===== config.mk =====
export PLATFORM = sky130hd
export DESIGN_NAME = mem_fill_engine
export DESIGN_NICKNAME = d
export VERILOG_FILES = /design/src/rtl/mem_fill_pkg.sv /design/src/rtl/mem_fill_datagen.sv /design/src/rtl/mem_fill_engine.sv
export SDC_FILE = /design/constraint.sdc
export NUM_CORES = 1
export LEC_CHECK = 0
export CORE_MARGIN = 4
export CORE_UTILIZATION = 50
export DETAILED_ROUTE_END_ITERATION = 6
export MAX_ROUTING_LAYER = met4
export PLACE_DENSITY = 0.81
export RECOVER_POWER = 100
export SETUP_SLACK_MARGIN = 0.4
export SLEW_MARGIN = 20
export SYNTH_ARGS = -nofsm -noshare
export SYNTH_HDL_FRONTEND = slang
export SYNTH_HIERARCHICAL = 1
export SYNTH_SLANG_ARGS = --single-unit

===== constraint.sdc =====
create_clock -name clk -period 2.8 [get_ports clk]
set_input_delay 0.84 -clock clk [delete_from_list [all_inputs] [get_ports clk]]
set_output_delay 0.84 -clock clk [all_outputs]
set_load 0.01 [all_outputs]

===== src/rtl/mem_fill_pkg.sv =====
// Shared types for the memory fill/check engine.
//   mode_e  : operation selected at start
//   state_e : engine FSM states
package mem_fill_pkg;

  localparam int MODE_W = 2;

  typedef enum logic [MODE_W-1:0] {
    FILL_IDENT  = 2'b00,
    FILL_CONST  = 2'b01,
    FILL_RAMP   = 2'b10,
    CHECK_IDENT = 2'b11
  } mode_e;

  typedef enum logic [2:0] {
    IDLE,
    WRITE,
    RD_ADDR,
    RD_WAIT,
    DONE
  } state_e;

endpackage


===== src/rtl/mem_fill_datagen.sv =====
// Pattern generator for the fill engine.
//   mode_i    : latched operation mode
//   addr_i    : current memory address (identity source)
//   seed_i    : constant / ramp seed, captured on load_i
//   step_i    : ramp increment, captured on load_i
//   load_i    : capture seed/step (run start)
//   advance_i : step the ramp accumulator (one written word)
//   data_o    : pattern word for the current address
// The identity value is also the expected read data in check mode.
module mem_fill_datagen
  import mem_fill_pkg::*;
#(
  parameter int ADDR_WIDTH = 8,
  parameter int DATA_WIDTH = 8
) (
  input  logic                  clk,
  input  logic                  rst,
  input  mode_e                 mode_i,
  input  logic [ADDR_WIDTH-1:0] addr_i,
  input  logic [DATA_WIDTH-1:0] seed_i,
  input  logic [DATA_WIDTH-1:0] step_i,
  input  logic                  load_i,
  input  logic                  advance_i,
  output logic [DATA_WIDTH-1:0] data_o
);

  logic [DATA_WIDTH-1:0] acc_q, acc_d;
  logic [DATA_WIDTH-1:0] step_q, step_d;
  logic [DATA_WIDTH-1:0] ident;

  // Address resized to the data width: zero-extend or truncate.
  generate
    if (DATA_WIDTH > ADDR_WIDTH) begin : g_zext
      assign ident = {{(DATA_WIDTH-ADDR_WIDTH){1'b0}}, addr_i};
    end else begin : g_trunc
      assign ident = addr_i[DATA_WIDTH-1:0];
    end
  endgenerate

  // Accumulator holds the constant in CONST mode and seed+k*step in RAMP mode.
  always_comb begin
    acc_d  = acc_q;
    step_d = step_q;
    if (load_i) begin
      acc_d  = seed_i;
      step_d = step_i;
    end else if (advance_i && mode_i == FILL_RAMP) begin
      acc_d = acc_q + step_q;
    end
  end

  always_ff @(posedge clk or posedge rst) begin
    if (rst) begin
      acc_q  <= '0;
      step_q <= '0;
    end else begin
      acc_q  <= acc_d;
      step_q <= step_d;
    end
  end

  always_comb begin
    case (mode_i)
      FILL_IDENT, CHECK_IDENT: data_o = ident;
      default:                 data_o = acc_q;
    endcase
  end

endmodule


===== src/rtl/mem_fill_engine.sv =====
// On-chip RAM initialiser / identity checker.
//   clk, rst            : clock, async active-high reset
//   start               : run request (accepted in IDLE or DONE)
//   mode                : 00 ident fill, 01 const fill, 10 ramp fill, 11 ident check
//   base_addr/last_addr : inclusive address window
//   fill_value, step    : constant or ramp seed, ramp increment
//   address/data/wren   : single-port RAM write/read port
//   q                   : RAM read data, MEM_LATENCY cycles after address
//   busy, finish        : run in progress / run complete (level)
//   error, err_addr     : first identity mismatch in check mode
module mem_fill_engine
  import mem_fill_pkg::*;
#(
  parameter int ADDR_WIDTH  = 8,
  parameter int DATA_WIDTH  = 8,
  parameter int MEM_LATENCY = 1
) (
  input  logic                  clk,
  input  logic                  rst,
  input  logic                  start,
  input  logic [MODE_W-1:0]     mode,
  input  logic [ADDR_WIDTH-1:0] base_addr,
  input  logic [ADDR_WIDTH-1:0] last_addr,
  input  logic [DATA_WIDTH-1:0] fill_value,
  input  logic [DATA_WIDTH-1:0] step,
  output logic [ADDR_WIDTH-1:0] address,
  output logic [DATA_WIDTH-1:0] data,
  output logic                  wren,
  input  logic [DATA_WIDTH-1:0] q,
  output logic                  busy,
  output logic                  finish,
  output logic                  error,
  output logic [ADDR_WIDTH-1:0] err_addr
);

  localparam int LAT_W = (MEM_LATENCY > 1) ? $clog2(MEM_LATENCY) : 1;

  state_e                state_q, state_d;
  mode_e                 mode_q, mode_d;
  logic [ADDR_WIDTH-1:0] addr_q, addr_d;
  logic [ADDR_WIDTH-1:0] last_q, last_d;
  logic [LAT_W-1:0]      lat_q, lat_d;
  logic                  err_q, err_d;
  logic [ADDR_WIDTH-1:0] err_addr_q, err_addr_d;
  logic                  accept, advance;
  logic [DATA_WIDTH-1:0] gen_data;

  mem_fill_datagen #(
    .ADDR_WIDTH(ADDR_WIDTH),
    .DATA_WIDTH(DATA_WIDTH)
  ) u_gen (
    .clk      (clk),
    .rst      (rst),
    .mode_i   (mode_q),
    .addr_i   (addr_q),
    .seed_i   (fill_value),
    .step_i   (step),
    .load_i   (accept),
    .advance_i(advance),
    .data_o   (gen_data)
  );

  always_comb begin
    state_d    = state_q;
    mode_d     = mode_q;
    addr_d     = addr_q;
    last_d     = last_q;
    lat_d      = lat_q;
    err_d      = err_q;
    err_addr_d = err_addr_q;
    accept     = 1'b0;
    advance    = 1'b0;
    case (state_q)
      IDLE, DONE: begin
        if (start) begin
          accept     = 1'b1;
          mode_d     = mode_e'(mode);
          last_d     = last_addr;
          addr_d     = base_addr;
          err_d      = 1'b0;
          err_addr_d = '0;
          if (base_addr > last_addr)            state_d = DONE;
          else if (mode_e'(mode) == CHECK_IDENT) state_d = RD_ADDR;
          else                                  state_d = WRITE;
        end
      end
      WRITE: begin
        advance = 1'b1;
        // Compare before incrementing so a window ending at the top address never wraps.
        if (addr_q == last_q) state_d = DONE;
        else                  addr_d  = addr_q + 1'b1;
      end
      RD_ADDR: begin
        lat_d   = '0;
        state_d = RD_WAIT;
      end
      RD_WAIT: begin
        if (lat_q == LAT_W'(MEM_LATENCY-1)) begin
          if (q != gen_data) begin
            err_d      = 1'b1;
            err_addr_d = addr_q;
            state_d    = DONE;
          end else if (addr_q == last_q) begin
            state_d = DONE;
          end else begin
            addr_d  = addr_q + 1'b1;
            state_d = RD_ADDR;
          end
        end else begin
          lat_d = lat_q + 1'b1;
        end
      end
      default: state_d = IDLE;
    endcase
  end

  always_ff @(posedge clk or posedge rst) begin
    if (rst) begin
      state_q    <= IDLE;
      mode_q     <= FILL_IDENT;
      addr_q     <= '0;
      last_q     <= '0;
      lat_q      <= '0;
      err_q      <= 1'b0;
      err_addr_q <= '0;
    end else begin
      state_q    <= state_d;
      mode_q     <= mode_d;
      addr_q     <= addr_d;
      last_q     <= last_d;
      lat_q      <= lat_d;
      err_q      <= err_d;
      err_addr_q <= err_addr_d;
    end
  end

  // Decoded from the state register so reset drops wren/busy/finish asynchronously.
  assign wren     = (state_q == WRITE);
  assign data     = wren ? gen_data : '0;
  assign busy     = (state_q == WRITE) || (state_q == RD_ADDR) || (state_q == RD_WAIT);
  assign finish   = (state_q == DONE);
  assign address  = addr_q;
  assign error    = err_q;
  assign err_addr = err_addr_q;

endmodule

==> impl_metrics.csv, run 1 <==
group,metric,value,unit
logic_synthesis,synth_fp_nets,410,
timing,fin_setup_tns,0,ns
routing,via_per_inst,5.99,
layout,nets,505,
layout,fill_cells,406,
routing,wl_per_cell,18.9,um
die,die_area,0.00750,mm^2
logic_synthesis,yosysWarnings,6,
logic_synthesis,syn_inst,347,
global_routing,grt_pass1_wl,14900,um
status,status,"finished, final reports clean",
flow_run,max-cap-violations,0,
global_routing,track_usage,26.3,%
logic_synthesis,synth.area.top_cells,"dfrtp_1, ha_1, nand2_1",
die,start_util,51.9,%
timing,grt_setup_unrepaired,"true",
worst_setup_path,cp_common_cell,"buf_6",
pwr,cellLeakagePower,0.00205,uW
placed_design,place_inst,492,
logic_synthesis,netlist_area,0.00309,mm^2
clock_network,cts_made_buffers,5,
clock_network,cts.path.max_buffers,2,
layout,num_antenna_cells,0,
global_routing,grt_antenna_before_repair,0,
die,io_pins,73,
worst_setup_path,required,3.00,ns
layout,fin_util,75.7,%
logic_synthesis,ys_types,58,
placed_design,pre_cts_ws,0.0201,ns
timing,finClkSkew,0.00897,ns
logic_synthesis,synth_edf_count,0,
placed_design,place_congestion,0.901,
clock_network,root_buffer,"clkbuf_8",
die,die_y,86.6,um
routing,final_antenna_net_count,0,
timing,hold_violations,0,
layout,fin_cells,518,
placed_design,hpwl,6320,um
layout,seqCellArea,0.00115,mm^2
worst_setup_path,crit_chain,"inv_1 > ha_4 > buf_6 > mux2_4 > buf_6 > xor2_4 > nor4_4 > buf_6 > a211oi_4 > buf_6 > clkbuf_2 > o21ai_1",
logic_synthesis,synth_top_cell_by_area,"dfrtp_1",
logic_synthesis,synthArstFlopShare,100,%
worst_setup_path,cp_max_fo,6,
timing,worst_slew_pin_slew,0.881,ns
clock_network,cts_tree,"yes",
routing,drt_wl_total,9770,um
routing,vias,3105,
timing,max_freq,0.378,GHz
logic_synthesis,ys_dominant_reg_cell,"dfrtp_1",
pwr,powerDensity,1150,mW/mm^2
logic_synthesis,synth.top_cell.area_share,37.2,%
logic_synthesis,yosysMostFrequentCell,"nand2_1",
timing,finalSetupViolCount,0,
timing,slew_headroom,41.3,%
worst_hold_path,hold_path.class,"reg -> reg",
global_routing,grt_max_degree,35,
layout,final_area,0.00451,mm^2
routing,wl_met2,4830,um
global_routing,grt_pass1_vias,2930,
worst_setup_path,cp.arrival,2.85,ns
die,die_w,86.6,um
layout,multi_input_area,0.00200,mm^2
routing,highest_layer,"met4",
worst_setup_path,critPathMaxStageDelay,0.37,ns
logic_synthesis,syn_avg_cell_area,8.91,um^2
routing,firstDrtPassIters,5,
worst_setup_path,timing_worst_setup_path_type,"reg -> reg",
clock_network,clkLatencyLatePin,0.31,ns
logic_synthesis,ys_seq_elements,46,
layout,syn2layout_area_growth,45.9,%
pwr,peakVddDrop,0.000738,V
placed_design,portBuffers,72,
timing,slew_violations,0,
die,coreArea,0.00596,mm^2
routing,route.met3.wl,616,um
logic_synthesis,yosysSeqAreaShare,37.2,%
timing,min_period,2.64,ns
worst_setup_path,slowest_stage,"dfrtp_1",
routing,drt_iter0_markers,286,
worst_setup_path,critPathLaunchType,"flip-flop",
placed_design,place_area,0.00395,mm^2
clock_network,clk_pin_slew,0.09,ns
worst_setup_path,cp-end-kind,"flip-flop",
layout,drive_above_1_share,22.8,%
timing,fin_ws,0.156,ns
timing,fin_crit_sh,94.4,%
die,rows,28,
clock_network,htreeDepth,2,
global_routing,gr-total-overflow,0,
clock_network,clock-sinks,46,
routing,wirelength_met1,4040,um
logic_synthesis,ys_top_cells_by_count,"nand2_1, dfrtp_1, o21ai_0",
routing,drc,0,
-- path summary, 6_finish.rpt --
check                          start         endpoint  slack (ns)  cells after the start
max                        mode_q[0]      err_addr[1]        0.16                     12
min                        last_q[5]        last_q[5]        0.51                      2
max reg2reg                mode_q[0]      err_addr[1]        0.16                     12
min reg2reg                last_q[5]        last_q[5]        0.51                      2
max in group asynchronous        rst        mode_q[0]        1.05                      3
min in group asynchronous        rst  u_gen/step_q[0]        1.08                      2
-- cell usage in the layout, fill, tap and decap left out, drive strengths merged, types with 2 or more instances in the layout --
cell           netlist  final
nand2               53     53
dfrtp               46     46
clkdlybuf4s50        0     41
buf                  8     35
o21ai               28     28
inv                 21     21
dlygate4sd3          0     20
ha                  17     17
a21oi               17     17
nor2                15     15
mux2                14     14
clkbuf              11     14
and3                12     12
xnor2                8      8
nand3                8      8
a21o                 8      8
xor2                 8      8
a211oi               7      7
nor3                 6      6
nor2b                5      5
nand4                5      5
a31oi                5      5
nor4                 4      4
o22a                 3      3
o211ai               3      3
o21a                 3      3
a22oi                3      3
and2                 3      3
nor3b                2      2
bufinv               0      2
or4                  2      2
mux2i                2      2
a221oi               2      2
-- layout make-up --
class	count	share of cell area (%)
multi-input combinational	260	44.3
clock buffer	6	1.83
inverter	22	1.83
tap	75	2.08
clock inverter	2	1.33
sequential	46	25.5
timing repair buffer	107	23.1
-- registers in the layout (all words and copies together), names as in the netlist --
name          flops
address           8
err_addr          8
error             1
last_q            8
mode_q            2
state_q           3
u_gen/acc_q       8
u_gen/step_q      8
-- cells by family (layout without fill, tap and decap cells) --
group | Yosys count | count (layout) | synth area share [%]
mux | 16 | 16 | 5.75
xor+xnor | 16 | 16 | 4.53
flops | 46 | 46 | 37.2
simple gates | 119 | 119 | 19.0
buf+inv | 41 | 137 | 5.71
fa+ha+maj | 18 | 18 | 7.53
compound gates | 91 | 91 | 20.2
-- what timing repair did --
action,4_1_cts,5_1_grt
resized for setup,64,50
gates cloned,2,1
pin swaps,6,17
hold buffers,0,0
endpoints found under the setup margin,29,29
setup buffers,12,3
-- per-stage QoR --
step / hold slack (ns) / total power [uW]
floorplan: 0.446 / 2950
global placement: 0.458 / 3800
detailed placement: 0.475 / 3880
CTS: 0.509 / 4940
global route: 0.541 / 5510
finish: 0.509 / 5200
-- per-layer routing --
metal,track usage [%],vias up
li1,-,1419
met1,33.2,1494
met2,42.0,159
met3,4.94,33
met4,9.92,0
met5,-,-
-- worst max-delay path, delay by kind of cell (launching register included) --
kind,cells,cell delay (ns)
AO/OA/AOI/OAI,2,0.45
XOR/XNOR,1,0.18
adder cells (fa/ha/maj),1,0.31
buffers and inverters,6,0.87
flip-flops,1,0.37
multiplexers,1,0.31
AND/OR/NAND/NOR,1,0.05
-- report_power, final --
| part | internal (uW) | leakage (uW) | switching [uW] | total [uW] |
|---|---|---|---|---|
| registers | 939 | 0.000572 | 225 | 1160 |
| logic | 1650 | 0.00141 | 1770 | 3420 |
| clock network | 381 | 0.0000714 | 243 | 624 |
| total | 2970 | 0.00205 | 2240 | 5200 |
Power figures use the tool's default switching activity.
==> inputs of run 2 (changes only) <==
--- a/config.mk
+++ b/config.mk
@@ -6,12 +6,12 @@
 export NUM_CORES = 1
 export LEC_CHECK = 0
 export CORE_MARGIN = 4
-export CORE_UTILIZATION = 50
+export CORE_UTILIZATION = 33
 export DETAILED_ROUTE_END_ITERATION = 6
 export MAX_ROUTING_LAYER = met4
-export PLACE_DENSITY = 0.81
+export PLACE_DENSITY = 0.58
 export RECOVER_POWER = 100
-export SETUP_SLACK_MARGIN = 0.4
+export SETUP_SLACK_MARGIN = 0.2
 export SLEW_MARGIN = 20
 export SYNTH_ARGS = -nofsm -noshare
 export SYNTH_HDL_FRONTEND = slang
==> impl_metrics.csv, run 2 (synthesized netlist as in run 1, its figures left out) <==
group,metric,value,unit
global_routing,met3_usage,3.15,%
die,die_y,105,um
status,status,"finished, final reports clean",
layout,drive_above_1_share,15.3,%
global_routing,grt_pass1_vias,2783,
clock_network,cts_tree,"yes",
clock_network,htreeDepth,2,
routing,wl_per_cell,16.7,um
worst_setup_path,critical_path_buf_inv_count,3,
placed_design,hpwl,6680,um
layout,nets,493,
timing,slew_headroom,33.9,%
worst_setup_path,slowest_stage,"dfrtp_1",
global_routing,grt_antenna_before_repair,0,
worst_setup_path,cp-end-kind,"output port",
timing,min_period,2.67,ns
die,coreArea,0.00920,mm^2
routing,final_antenna_net_count,0,
layout,num_antenna_cells,0,
timing,slew_violations,0,
layout,syn2layout_area_growth,35.8,%
clock_network,clkLatencyLatePin,0.31,ns
die,rows,35,
worst_setup_path,critPathLaunchType,"flip-flop",
routing,drt_wl_total,9060,um
global_routing,grtUsageMet1,22.5,%
global_routing,busiest_layer,"met2",
pwr,swShare,43.1,%
timing,finalSetupViolCount,0,
clock_network,root_buffer,"clkbuf_8",
pwr,peakVddDrop,0.000311,V
layout,fill_cells,923,
routing,drt_iter0_markers,256,
worst_setup_path,required,1.96,ns
die,start_util,33.6,%
worst_setup_path,cp.arrival,1.83,ns
worst_setup_path,cp_max_fo,4,
worst_setup_path,crit_cells,6,
die,die_w,105,um
worst_hold_path,hold_path.class,"reg -> reg",
layout,seqCellArea,0.00115,mm^2
timing,grt_setup_unrepaired,"true",
clock_network,ctsHoldBuffers,0,
routing,drc,0,
layout,layout_common_cells,"nand2_1, dfrtp_1, clkdlybuf4s50_1",
global_routing,gr-total-overflow,0,
worst_setup_path,crit_chain,"inv_2 > ha_4 > clkbuf_2 > mux2_4 > and3_4 > buf_6",
clock_network,cts_made_buffers,5,
pwr,cellLeakagePower,0.00188,uW
timing,fin_crit_sh,95.4,%
timing,worst_slew_pin_slew,0.992,ns
routing,vias,2804,
routing,firstDrtPassIters,6,
timing,hold_violations,0,
global_routing,met2_usage,26.5,%
clock_network,cts.path.max_buffers,2,
pwr,p_int,2660,uW
timing,finClkSkew,0.0158,ns
placed_design,pre_cts_ws,0.000305,ns
worst_setup_path,cp_top_family,"flip-flops",
timing,fin_ws,0.128,ns
global_routing,track_usage,16.8,%
clock_network,clk_pin_slew,0.10,ns
layout,final_common_cell,"nand2_1",
pwr,clkPwrFrac,11.3,%
worst_hold_path,min_path_cells,1,
flow_run,max-cap-violations,0,
pwr,powerDensity,1110,mW/mm^2
die,io_pins,73,
routing,via_per_inst,5.18,
worst_setup_path,critPathMaxStageDelay,0.39,ns
timing,fin_setup_tns,0,ns
pwr,finalPower,4680,uW
timing,max_freq,0.374,GHz
worst_setup_path,reg2regPathDepth,10,
placed_design,place_congestion,0.901,
pwr,comb_power_share,64.2,%
die,die_area,0.0110,mm^2
clock_network,clock-sinks,46,
global_routing,grt_max_degree,35,
pwr,p_switching,2010,uW
pwr,seqPwrFrac,24.5,%
global_routing,grt_pass1_wl,14600,um
layout,multi_input_area,0.00183,mm^2
worst_setup_path,timing_worst_setup_path_type,"reg -> out",
placed_design,portBuffers,72,
-- run 2: cell count changes in the layout (fill, tap and decap cells not counted), moves of 3 or more --
cell | before | now
buf_4 | 18 | 14
buf_6 | 13 | 7
nand2_1 | 45 | 53
nand2_2 | 6 | 0
o21ai_0 | 17 | 26
o21ai_1 | 6 | 1
o21ai_2 | 4 | 1
-- run 2: layout make-up --
cell class / instances / share of cell area (%)
multi-input cells: 260 / 43.7
flip-flops and latches: 46 / 27.4
repair buffers: 95 / 21.0
well taps: 111 / 3.31
clock buffers: 6 / 1.97
inverters: 22 / 1.97
clock inverters: 1 / 0.715
-- run 2: power groups by stage --
| stage | combinational (uW) | sequential (uW) | clock [uW] |
|---|---|---|---|
| after floorplan | 1780 | 1160 | 0 |
| after global placement | 2720 | 1150 | 0 |
| after detailed placement | 2770 | 1150 | 0 |
| after CTS | 2900 | 1140 | 540 |
| after global routing | 3300 | 1180 | 565 |
| final | 3000 | 1140 | 529 |
-- run 2: metrics by stage --
stage	utilization [%]	hold WS (ns)	area (um^2)	instances
floorplan	-	0.446	3090	347
global placement	43.5	0.457	4000	529
detailed placement	43.5	0.473	4000	529
CTS	45.1	0.496	4150	539
global route	45.6	0.502	4200	541
finish	45.6	0.486	4200	541
-- run 2: worst reg2reg max path: cells and delay by family, from the launching register on --
family,cells,cell delay (ns)
mux,1,0.33
simple gates,2,0.46
fa+ha+maj,1,0.28
compound gates,2,0.47
xor+xnor,1,0.18
buf+inv,3,0.39
flops,1,0.39
-- run 2: routing by layer --
metal	part of all wire, %	up-vias	wire (um)
met5	0	-	0
met2	47	78	4250
met4	1.5	0	136
met3	4.9	12	448
met1	47	1316	4220
li1	-	1398	-
-- run 2: what timing repair did --
action,CTS,global route
gates resized for setup,43,22
pin swaps,1,2
setup endpoints to repair,26,25
setup buffers,3,2
-- run 2: worst paths after layout --
check                           from        endpoint  slack [ns]
max in group asynchronous        rst      state_q[0]        1.06
setup / recovery           mode_q[0]         data[3]        0.13
setup reg to reg           mode_q[0]      address[4]        0.21
min in group asynchronous        rst  u_gen/acc_q[4]        1.09
hold reg to reg                error           error        0.49
hold / removal                 error           error        0.49
==> inputs of run 3 (changes only) <==
--- a/config.mk
+++ b/config.mk
@@ -9,7 +9,7 @@
 export CORE_UTILIZATION = 33
 export DETAILED_ROUTE_END_ITERATION = 6
 export MAX_ROUTING_LAYER = met4
-export PLACE_DENSITY = 0.58
+export PLACE_DENSITY = 0.6
 export RECOVER_POWER = 100
 export SETUP_SLACK_MARGIN = 0.2
 export SLEW_MARGIN = 20
==> constraint.sdc (replaced) <==
create_clock -name clk -period 2.29 [get_ports clk]
set_input_delay 0.687 -clock clk [delete_from_list [all_inputs] [get_ports clk]]
set_output_delay 0.687 -clock clk [all_outputs]
set_load 0.01 [all_outputs]
==> impl_metrics.csv, run 3 (synthesized netlist as in run 1, its figures left out) <==
group,metric,value,unit
status,status,"complete, but fails checks",
status,violations,"negative setup slack",
worst_setup_path,required,2.49,ns
layout,final_common_cell,"nand2_1",
die,die_y,105,um
timing,slew_headroom,35.9,%
timing,fin_ws,-0.248,ns
timing,grt_setup_unrepaired,"true",
clock_network,ctsHoldBuffers,0,
routing,via_per_inst,5.23,
pwr,comb_power_share,66.4,%
worst_hold_path,min_to,"error",
timing,min_period,2.54,ns
worst_hold_path,hold_path.class,"reg -> reg",
die,die_w,105,um
worst_setup_path,cp_common_cell,"buf_12",
layout,layout_common_cells,"nand2_1, dfrtp_1, clkdlybuf4s50_1",
pwr,powerDensity,1390,mW/mm^2
worst_setup_path,r2r_start,"mode_q[1]",
timing,worst_slew_pin_slew,0.961,ns
worst_setup_path,r2r_slack,-0.25,ns
timing,finClkSkew,0.00404,ns
worst_setup_path,cp_max_fo,5,
timing,slew_violations,0,
clock_network,htreeDepth,2,
routing,drc,0,
worst_setup_path,crit_chain,"ha_4 > buf_12 > mux2_4 > xor2_2 > nor4_2 > buf_4 > a21o_4 > buf_6 > buf_12 > a31oi_1 > o22a_1",
worst_setup_path,cp-end-kind,"flip-flop",
layout,num_antenna_cells,0,
routing,vias,3010,
worst_setup_path,critPathLaunchType,"flip-flop",
die,io_pins,73,
layout,syn2layout_area_growth,52.9,%
worst_setup_path,timing_worst_setup_path_type,"reg -> reg",
timing,max_freq,0.394,GHz
pwr,seqPwrFrac,22.0,%
pwr,cellLeakagePower,0.00212,uW
die,start_util,33.6,%
worst_setup_path,critical_path_buf_inv_count,4,
placed_design,portBuffers,72,
placed_design,place_congestion,0.898,
pwr,peakVddDrop,0.000459,V
routing,final_antenna_net_count,0,
worst_setup_path,cp.arrival,2.73,ns
clock_network,clock-sinks,46,
pwr,p_int,3810,uW
global_routing,grt_antenna_before_repair,0,
routing,wl_per_cell,16.9,um
flow_run,max-cap-violations,0,
clock_network,root_buffer,"clkbuf_8",
worst_setup_path,critPathMaxStageDelay,0.42,ns
die,die_area,0.0110,mm^2
placed_design,hpwl,6820,um
worst_setup_path,r2r-end,"address[0]",
worst_setup_path,cp_top_family,"buffers and inverters",
die,rows,35,
pwr,p_switching,2770,uW
die,coreArea,0.00920,mm^2
clock_network,cts.path.max_buffers,2,
timing,hold_violations,0,
worst_setup_path,slowest_stage,"dfrtp_1",
layout,nets,527,
clock_network,clk_pin_slew,0.09,ns
global_routing,grt_max_degree,35,
layout,drive_above_1_share,26.7,%
clock_network,cts_made_buffers,5,
clock_network,cts_tree,"yes",
pwr,clkPwrFrac,11.6,%
global_routing,track_usage,17.5,%
timing,fin_crit_sh,111,%
timing,whs,0.504,ns
routing,drt_wl_total,9740,um
global_routing,gr-total-overflow,0,
global_routing,grt_pass1_wl,15200,um
placed_design,pre_cts_ws,-0.382,ns
worst_setup_path,reg2regPathDepth,11,
routing,drt_iter0_markers,254,
pwr,swShare,42.1,%
routing,firstDrtPassIters,4,
clock_network,clkLatencyLatePin,0.30,ns
worst_hold_path,min_path_cells,1,
timing,finalSetupViolCount,27,
global_routing,grt_pass1_vias,2946,
worst_hold_path,holdCritStartpoint,"error",
==> run 3: power groups by stage <==
stage / logic (uW) / clock network [uW] / registers (uW)
CTS: 4080 / 782 / 1410
finish: 4370 / 766 / 1450
detailed placement: 3530 / 0 / 1410
global placement: 3470 / 0 / 1400
global route: 4710 / 813 / 1490
floorplan: 2260 / 0 / 1420
==> run 3: area by class of cell <==
class                   count  area (um^2)
inverters                  22         82.6
well taps                 111          139
clock buffers               6         82.6
flip-flops and latches     46         1150
clock inverters             2         60.1
multi-input cells         260         2020
repair buffers            129         1180
fillers                   849         4470
==> run 3: timing repair <==
action                                  4_1_cts  5_1_grt
endpoints found under the setup margin       37       32
gates resized for setup                      77       25
buffers inserted                             15        3
pin swaps                                    16       12
gates cloned                                  1        0
==> run 3: per-layer routing <==
layer / share of wire, % / track usage (%) / vias up
li1: - / - / 1462
met1: 45 / 23.1 / 1428
met2: 48 / 27.9 / 103
met3: 5.1 / 2.78 / 17
met4: 2.2 / 4.97 / 0
met5: 0 / - / -
==> run 3: per-stage QoR <==
step	std cells	util [%]	TNS [ns]	cell area (um^2)	total power (uW)
3_3_place_gp	549	45.6	-6.94	4190	4870
4_1_cts	573	50.2	-3.97	4620	6270
5_1_grt	576	51.4	-6.47	4730	7010
3_5_place_dp	549	45.6	-8.33	4190	4940
2_1_floorplan	347	-	-0.0798	3120	3680
6_report	576	51.4	-4.55	4730	6580
==> run 3: worst max-delay path by stage <==
| stage | slack [ns] | from | endpoint | cells after the start |
|---|---|---|---|---|
| 2_1_floorplan | -0.05 | mode_q[0] | state_q[2] | 10 |
| 3_3_place_gp | -0.34 | mode_q[0] | data[1] | 5 |
| 3_5_place_dp | -0.38 | mode_q[1] | address[1] | 10 |
| 4_1_cts | -0.20 | mode_q[1] | address[1] | 11 |
| 5_1_grt | -0.32 | mode_q[1] | address[4] | 11 |
| 6_report | -0.25 | mode_q[1] | address[0] | 11 |
